## src/rtl/pipe_sb_pkg.sv

```systemverilog
// rtl/pipe_sb_pkg.sv - shared defaults, entry type and hazard predicate for pipe_scoreboard
package pipe_sb_pkg;

  localparam int NUM_REGS_DEF = 32;
  localparam int REG_AW_DEF   = 5;
  localparam int LAT_W_DEF    = 3;
  localparam int TAG_W_DEF    = 3;

  typedef struct packed {
    logic                 busy;
    logic [LAT_W_DEF-1:0] cnt;
    logic [TAG_W_DEF-1:0] tag;
  } sb_entry_t;

  // A source must wait while its producer is in flight and not yet on the bypass.
  function automatic logic src_hazard(input logic used, input logic nonzero,
                                      input logic busy, input logic cnt_nz);
    return used & nonzero & busy & cnt_nz;
  endfunction

endpackage

```

## src/rtl/sb_entry.sv

```systemverilog
// rtl/sb_entry.sv - busy/countdown/tag state for one architectural register
module sb_entry #(
  parameter int LAT_W = 3,
  parameter int TAG_W = 3
) (
  input  logic             clk,
  input  logic             rst,
  input  logic             set,
  input  logic [LAT_W-1:0] set_lat,
  input  logic [TAG_W-1:0] set_tag,
  input  logic             wb_hit,
  input  logic [TAG_W-1:0] wb_tag,
  output logic             busy,
  output logic [LAT_W-1:0] cnt,
  output logic [TAG_W-1:0] tag
);

  logic             busy_q, busy_d;
  logic [LAT_W-1:0] cnt_q, cnt_d;
  logic [TAG_W-1:0] tag_q, tag_d;

  // A new issue overrides a same-cycle retire so the newer producer stays tracked.
  always_comb begin
    busy_d = busy_q;
    cnt_d  = (busy_q && cnt_q != '0) ? cnt_q - 1'b1 : cnt_q;
    tag_d  = tag_q;
    if (wb_hit && busy_q && tag_q == wb_tag) busy_d = 1'b0;
    if (set) begin
      busy_d = 1'b1;
      cnt_d  = set_lat;
      tag_d  = set_tag;
    end
  end

  always_ff @(posedge clk) begin
    if (rst) begin
      busy_q <= 1'b0;
      cnt_q  <= '0;
      tag_q  <= '0;
    end else begin
      busy_q <= busy_d;
      cnt_q  <= cnt_d;
      tag_q  <= tag_d;
    end
  end

  assign busy = busy_q;
  assign cnt  = cnt_q;
  assign tag  = tag_q;

endmodule

```

## src/rtl/pipe_scoreboard.sv

```systemverilog
// rtl/pipe_scoreboard.sv - register scoreboard driving ID stall and bypass-select
module pipe_scoreboard
  import pipe_sb_pkg::*;
#(
  parameter int NUM_REGS = NUM_REGS_DEF,
  parameter int REG_AW   = REG_AW_DEF,
  parameter int LAT_W    = LAT_W_DEF,
  parameter int TAG_W    = TAG_W_DEF
) (
  input  logic              clk,
  input  logic              rst,
  input  logic              iss_valid,
  input  logic [REG_AW-1:0] iss_src1,
  input  logic [REG_AW-1:0] iss_src2,
  input  logic              iss_src1_used,
  input  logic              iss_src2_used,
  input  logic              iss_wb_en,
  input  logic [REG_AW-1:0] iss_dest,
  input  logic [LAT_W-1:0]  iss_lat,
  input  logic              iss_flush,
  output logic [TAG_W-1:0]  iss_tag,
  output logic              stall,
  output logic              fwd1_pend,
  output logic              fwd2_pend,
  input  logic              wb_valid,
  input  logic [REG_AW-1:0] wb_dest,
  input  logic [TAG_W-1:0]  wb_tag,
  output logic [31:0]       stall_count
);

  logic             busy [NUM_REGS];
  logic [LAT_W-1:0] cnt  [NUM_REGS];
  logic [TAG_W-1:0] tag  [NUM_REGS];

  logic [TAG_W-1:0] next_tag_q, next_tag_d;
  logic [31:0]      stall_count_q, stall_count_d;
  logic             haz1, haz2, issue_ok;

  assign busy[0] = 1'b0;
  assign cnt[0]  = '0;
  assign tag[0]  = '0;

  for (genvar i = 1; i < NUM_REGS; i++) begin : g_entry
    sb_entry #(.LAT_W(LAT_W), .TAG_W(TAG_W)) u_entry (
      .clk     (clk),
      .rst     (rst),
      .set     (issue_ok && iss_dest == REG_AW'(i)),
      .set_lat (iss_lat),
      .set_tag (next_tag_q),
      .wb_hit  (wb_valid && wb_dest == REG_AW'(i)),
      .wb_tag  (wb_tag),
      .busy    (busy[i]),
      .cnt     (cnt[i]),
      .tag     (tag[i])
    );
  end

  always_comb begin
    haz1      = src_hazard(iss_src1_used, iss_src1 != '0, busy[iss_src1], cnt[iss_src1] != '0);
    haz2      = src_hazard(iss_src2_used, iss_src2 != '0, busy[iss_src2], cnt[iss_src2] != '0);
    stall     = iss_valid & ~iss_flush & (haz1 | haz2);
    fwd1_pend = iss_src1_used & (iss_src1 != '0) & busy[iss_src1] & (cnt[iss_src1] == '0);
    fwd2_pend = iss_src2_used & (iss_src2 != '0) & busy[iss_src2] & (cnt[iss_src2] == '0);
    issue_ok  = iss_valid & ~iss_flush & ~stall & iss_wb_en & (iss_dest != '0);
    iss_tag   = next_tag_q;
    next_tag_d    = issue_ok ? next_tag_q + 1'b1 : next_tag_q;
    stall_count_d = (stall && stall_count_q != 32'hFFFF_FFFF) ? stall_count_q + 32'd1
                                                              : stall_count_q;
  end

  always_ff @(posedge clk) begin
    if (rst) begin
      next_tag_q    <= '0;
      stall_count_q <= '0;
    end else begin
      next_tag_q    <= next_tag_d;
      stall_count_q <= stall_count_d;
    end
  end

  assign stall_count = stall_count_q;

endmodule
```

## config.mk

```make
export PLATFORM = sky130hd
export DESIGN_NAME = pipe_scoreboard
export DESIGN_NICKNAME = d
export VERILOG_FILES = /design/src/rtl/pipe_sb_pkg.sv /design/src/rtl/sb_entry.sv /design/src/rtl/pipe_scoreboard.sv
export SDC_FILE = /design/constraint.sdc
export NUM_CORES = 1
export LEC_CHECK = 0
export CORE_ASPECT_RATIO = 0.8
export CORE_MARGIN = 4
export CORE_UTILIZATION = 55
export DETAILED_ROUTE_END_ITERATION = 7
export PLACE_DENSITY_LB_ADDON = 0.3
export SLEW_MARGIN = 30
export SYNTH_ARGS = -nofsm -noshare
export SYNTH_HDL_FRONTEND = slang
export SYNTH_SLANG_ARGS = --single-unit
```

## constraint.sdc

```tcl
create_clock -name clk -period 5.05 [get_ports clk]
set_clock_uncertainty 0.1 [all_clocks]
set_input_delay 0.505 -clock clk [delete_from_list [all_inputs] [get_ports clk]]
set_output_delay 0.505 -clock clk [all_outputs]
set_load 0.05 [all_outputs]
```

# Word level (Yosys, flattened, before mapping)
# Cells that the tools add are included.
totals:
  ff_bits: 252
  inputBits: 34
  output_inout_bits: 38
  word_cells: 634
op_classes:
  add_sub_neg: 33
  magnitude_cmp: 2
  n_eq_ne: 94
  mux: 136
  n_bitwise: 18
  reduce_logical: 256
ops:
  columns: ["cell", "count"]
  rows:
  - ["3-bit two-way mux", 66]
  - ["5-bit == test (second input constant)", 32]
  - ["1-bit logical AND", 156]
  - ["2-bit nonzero test", 62]
  - ["3-bit nonzero test", 33]
  - ["3-bit == test", 31]
  - ["3-bit by 1-bit subtractor with 3-bit output (second input constant)", 31]
  - ["5-bit by 4-bit == test with 1-bit output (second input constant)", 16]
  - ["1-bit two-way mux", 66]
  - ["5-bit by 3-bit == test with 1-bit output (second input constant)", 8]
  - ["32-bit by 1-bit adder with 32-bit output (second input constant)", 1]
  - ["32-bit != test (second input constant)", 1]
  - ["3-bit binary-select mux with 5-bit select", 2]
  - ["5-bit by 2-bit == test with 1-bit output (second input constant)", 4]
  - ["5-bit nonzero test", 3]
  - ["1-bit bitwise AND", 13]
  - ["6-bit >= comparator (second input constant)", 2]
  - ["5-bit NOT with 6-bit output", 2]
  - ["1-bit binary-select mux with 5-bit select", 2]
  - ["5-bit by 1-bit == test with 1-bit output (second input constant)", 2]
  - ["3-bit logical NOT", 2]
  - ["3-bit by 1-bit adder with 3-bit output (second input constant)", 1]
  - ["1-bit NOT", 2]
  - ["1-bit OR", 1]

# Logic depth before layout (Yosys ltp)
logic_depth:
  depth_word: 14
  mapped_depth: 14
  depth_no_buf: 8

# Modules after synthesis
# A second synthesis with hierarchy kept.
hier_totals:
  hier_cells: 1686
  hier_area_um2: 14762.9
modules_own_cells:
  columns: ["mod", "instances", "cells_per_inst", "area_per_inst_um2", "seq_area_each_um2"]
  rows:
  - ["sb_entry", 31, 38, 352.8, 140.1]
  - ["pipe_scoreboard", 1, 508, 3824.9, 700.7]

# Worst setup path after synthesis
# OpenSTA, ideal clock, no wires.
synth_path:
  path_kind: "in2out"
  startpoint: "in iss_src2[0]"
  endpoint: "out stall"
  t_arrival_ns: 3.028
  required_ns: 4.445
  slack_ns: 1.417
  path_stages: 13
  path_buffers: 6
  path_cell_list: "buf_6 > buf_12 > buf_8 > nor4_2 > a2111oi_4 > nor3_1 > a2111o_1 > a21o_1 > and2_4 > buf_6 > buf_6 > buf_6 > nor2_1"
synth_between:
  elab_chain_len: 8
  word_cells_on_any_way: 14
  cone_classes: "6 x mux; 6 x bitwise; 2 x reduce/logical"
synth_rtl:
  columns: ["item", "line", "rtl"]
  rows:
  - ["start, declared", "pipe_scoreboard.sv:14", "input logic [REG_AW-1:0] iss_src2,"]
  - ["5-bit NOT with 6-bit output (implied by the code)", "pipe_scoreboard.sv:60", "haz2 = src_hazard(iss_src2_used, iss_src2 != '0, busy[iss_src2], cnt[iss_src2] != '0);"]
  - ["3-bit binary-select mux with 5-bit select / 1-bit binary-select mux with 5-bit select (equally long branches)", "pipe_scoreboard.sv:60", null]
  - ["3-bit two-way mux (implied by the code) / 1-bit two-way mux (equally long branches) (2 in series)", "pipe_scoreboard.sv:60", null]
  - ["3-bit nonzero test / 1-bit bitwise AND (equally long branches)", "pipe_scoreboard.sv:60, pipe_sb_pkg.sv:18", null]
  - ["1-bit bitwise AND (*)", "pipe_sb_pkg.sv:18", "return used & nonzero & busy & cnt_nz;"]
  - ["1-bit OR (*)", "pipe_scoreboard.sv:61", "stall = iss_valid & ~iss_flush & (haz1 | haz2);"]
  - ["1-bit bitwise AND (*)", "pipe_scoreboard.sv:61", null]
  - ["end, declared", "pipe_scoreboard.sv:22", "output logic stall,"]
# Mark *: on every way between the ends. The rest lies on a longest branch, timed or not. The select of a mux whose other input is x is not followed.

# Worst setup path after layout
layout_path:
  startpoint: "in iss_src1[1]"
  endpoint: "out stall"
layout_between:
  elab_chain_len: 8
  word_cells_on_any_way: 14
  cone_classes: "6 x mux; 6 x bitwise; 2 x reduce/logical"
layout_rtl:
  columns: ["item", "line", "rtl"]
  rows:
  - ["start, declared", "pipe_scoreboard.sv:13", "input logic [REG_AW-1:0] iss_src1,"]
  - ["5-bit NOT with 6-bit output (implied by the code)", "pipe_scoreboard.sv:59", "haz1 = src_hazard(iss_src1_used, iss_src1 != '0, busy[iss_src1], cnt[iss_src1] != '0);"]
  - ["3-bit binary-select mux with 5-bit select / 1-bit binary-select mux with 5-bit select (equally long branches)", "pipe_scoreboard.sv:59", null]
  - ["3-bit two-way mux (implied by the code) / 1-bit two-way mux (equally long branches) (2 in series)", "pipe_scoreboard.sv:59", null]
  - ["3-bit nonzero test / 1-bit bitwise AND (equally long branches)", "pipe_scoreboard.sv:59, pipe_sb_pkg.sv:18", null]
  - ["1-bit bitwise AND (*)", "pipe_sb_pkg.sv:18", null]
  - ["1-bit OR (*)", "pipe_scoreboard.sv:61", null]
  - ["1-bit bitwise AND (*)", "pipe_scoreboard.sv:61", null]
# Marked as above.

==> flow_metrics.py <==
metrics = {
    "synthesis": {
        "synth_compound_area_share_pct": 7.49,
        "synth_flop_cell": "dfxtp_1",
        "yosys-mux-area-fraction_pct": 19.2,
        "post_synth_num_cell_types": 67,
        "synth_top_family_by_area": "simple AND/OR/NAND/NOR gates",
        "ys_warn_count": 0,
        "ys_seq_area_share_pct": 33.5,
        "synth_adder_area_share_pct": 5.31,
        "synth_simple_gate_area_share_pct": 21.6,
        "synth_edf_count": 0,
        "ys_async_sr_fraction_pct": 0,
        "syn-num-nets": 1775,
        "synth_xor_xnor_area_share_pct": 7.09,
        "netlist_area_um2": 15100,
        "synth_seq_cells": 252,
        "syn_inst": 1677,
        "synth_area_per_cell_um2": 8.99,
    },
    "drt": {
        "wire_per_inst_um": 20.0,
        "drt_first_iter_violations": 1285,
        "num_vias": 12400,
        "wirelength_um": 41800,
        "vias_per_cell": 5.94,
        "drc": 0,
        "wl_met3_um": 4230,
        "wl_met2_um": 17700,
        "dr.pass1.iters": 5,
        "drtAntennaViolNets": 0,
        "wl_met1_um": 19300,
        "top_layer": "met5",
    },
    "cells_and_area": {
        "syn2layout_area_growth_pct": 11.8,
        "final_cell_mix": "dfxtp_1 (252), nand2_1 (176), nor2_1 (169), mux2i_1 (138), xnor2_1 (122)",
        "seq_area_um2": 5040,
        "utilization_pct": 63.2,
        "fillers": 2243,
        "nets": 1811,
        "diodes": 0,
        "final_cells": 2089,
        "multi_input_area_um2": 9180,
        "final_common_cell": "dfxtp_1",
        "drive_gt1_share_pct": 12.9,
    },
    "grt": {
        "grt_pass1_wl_um": 66400,
        "overflow": 0,
        "antenna_found_initial": 2,
        "grt_usage_pct": 27.7,
        "grt_start_max_net_pins": 66,
        "grt_pass1_vias": 12000,
    },
    "clock_network": {
        "ctsHtreeMaxLevel": 1,
        "cts-root-buf": "clkbuf_16",
        "cts_sinks": 252,
        "clkTransAtPathRegs_ps": 60,
        "postCtsSetupBuffers": 0,
        "numCtsBuffers": 27,
        "cts_tree": "built",
        "insertion_delay_ps": 540,
        "cts_hold_buffers": 0,
        "clock_path_buffers": 3,
        "post_cts_resized": 0,
    },
    "placed_design": {
        "port_buffers": 71,
        "dp_cells": 2041,
        "pre_cts_slack_ps": 588,
        "dp_hpwl_um": 29600,
        "place.gp.congestion": 0.921,
    },
    "critical_path": {
        "slowest_delay_ps": 970,
        "worst-endpoint-arrival_ps": 3630,
        "worst_setup_path_start_kind": "input port",
        "cp_top_family": "buffers and inverters",
        "worstPathMaxFanout": 15,
        "criticalPathCategory": "input port to output port",
        "crit_buf_inv": 2,
        "crit_path_top_delay_cell": "clkdlybuf4s50_1",
        "cp_data_required_time_ps": 4450,
        "worstPathCellList": "clkdlybuf4s50_1 > mux4_2 > a2111oi_0 > a221oi_1 > o21bai_2 > and2_4 > nor2_1 > buf_4",
        "endpoint_kind": "output port",
    },
    "timing": {
        "rsz0062_at_grt": "no",
        "finalCritPeriodShare_pct": 83.8,
        "fin_hold_ws_ps": 371,
        "fin_ws_ps": 820,
        "tns_ps": 0,
        "finalHoldViolCount": 0,
        "slew_viol_final": 0,
        "min_period_ps": 4230,
        "worst_slew_pin_slew_ps": 915,
        "clock.fmax_mhz": 236,
        "max_slew_margin_pct": 38.5,
        "finalSetupViolations": 0,
    },
    "die": {
        "die_area_um2": 30100,
        "die_w_um": 193,
        "dieHeight_um": 156,
        "start_util_pct": 56.5,
        "coreArea_um2": 26700,
        "ios": 72,
        "row_count": 53,
    },
    "hold_path": {
        "hp-class": "flop to flop",
    },
    "flow_run": {
        "drv_cap": 0,
    },
    "power": {
        "ir_worst_vdd_uv": 261,
        "p_leak_nw": 6.72,
        "p_per_area_nw_per_um2": 256,
    },
    "status": {
        "status": "complete, no violations",
    },
}
==> flip-flops by register name, indices dropped and copies added, names as in the netlist <==
name / count
g_entry.u_entry.busy: 31
g_entry.u_entry.cnt: 93
g_entry.u_entry.tag: 93
iss_tag: 3
stall_count: 32
==> synth_stat cells, types with 4 or more instances <==
cell	n	area, µm²
o21ai_0	51	255
nand2b_1	43	269
a311oi_1	4	35.0
nor3_1	30	150
nor4b_1	12	105
a211oi_1	6	45.0
nand3_2	6	60.1
nor2_1	169	634
mux2_2	86	968
o2111ai_1	4	35.0
buf_1	6	22.5
nand4_1	37	231
buf_6	8	90.1
clkbuf_1	59	221
a21oi_1	90	450
xnor2_1	122	1070
nor2b_1	34	213
nand3_1	11	55.1
a31oi_1	4	25.0
or2_2	8	50.1
nor4_1	27	169
and3_1	5	31.3
or3_1	6	37.5
mux4_2	15	338
nand3_4	25	438
dfxtp_1	252	5040
inv_1	106	398
mux4_1	8	210
or4_1	8	60.1
ha_1	64	801
buf_2	8	40.0
mux2i_1	138	1380
nand2_1	176	661
==> layout make-up <==
cell class | count | share of cell area [%]
flip-flops and latches | 252 | 30.0
clock buffers | 40 | 4.72
repair buffers | 95 | 5.26
well taps | 357 | 2.65
inverters | 106 | 2.38
multi-input cells | 1231 | 54.5
clock inverters | 8 | 0.550
==> metal layers <==
layer / global-route usage, % / vias up
li1: - / 5895
met1: 41.3 / 5950
met2: 40.9 / 512
met3: 6.76 / 59
met4: 5.73 / 2
met5: 0 / -
==> power by group <==
group | switching (mW) | internal, mW
clock | 0.819 | 1.18
sequential | 0.00490 | 1.99
combinational | 0.213 | 0.104
==> worst register-to-register path: cells and delay by family (launching register included) <==
family / cells / cell delay (ps)
AOI/OAI and AO/OA: 3 / 900
buffers and inverters: 1 / 300
muxes: 2 / 880
and+or+nand+nor: 3 / 1000
DFF: 1 / 320
==> path summary, 6_finish.rpt <==
kind | startpoint | endpoint | slack, ps | depth (start not counted)
max | iss_src1[1] | stall | 820 | 8
min | g_entry[24].u_entry.tag[1]$_SDFFE_PP0P_ | g_entry[24].u_entry.tag[1]$_SDFFE_PP0P_ | 370 | 2
max reg2reg | g_entry[15].u_entry.cnt[2]$_SDFFE_PP0P_ | g_entry[19].u_entry.cnt[2]$_SDFFE_PP0P_ | 1440 | 9
min reg2reg | g_entry[24].u_entry.tag[1]$_SDFFE_PP0P_ | g_entry[24].u_entry.tag[1]$_SDFFE_PP0P_ | 370 | 2
==> metrics by stage <==
stage               total power, mW  cell area (µm²)
floorplan                      2.25            15100
CTS                            4.33            16800
finish                         4.32            16800
global placement               2.35            15900
global route                   4.45            16800
detailed placement             2.35            16000
==> kinds of logic (layout without fill, tap and decap cells) <==
| family | count (synthesis) | count (layout) |
|---|---|---|
| AO/OA/AOI/OAI | 189 | 189 |
| XOR/XNOR | 122 | 122 |
| adder cells (fa/ha/maj) | 64 | 64 |
| buffers and inverters | 194 | 249 |
| flip-flops | 252 | 252 |
| multiplexers | 247 | 247 |
| AND/OR/NAND/NOR | 609 | 609 |
Note: power is estimated with default switching activity, not from simulation.
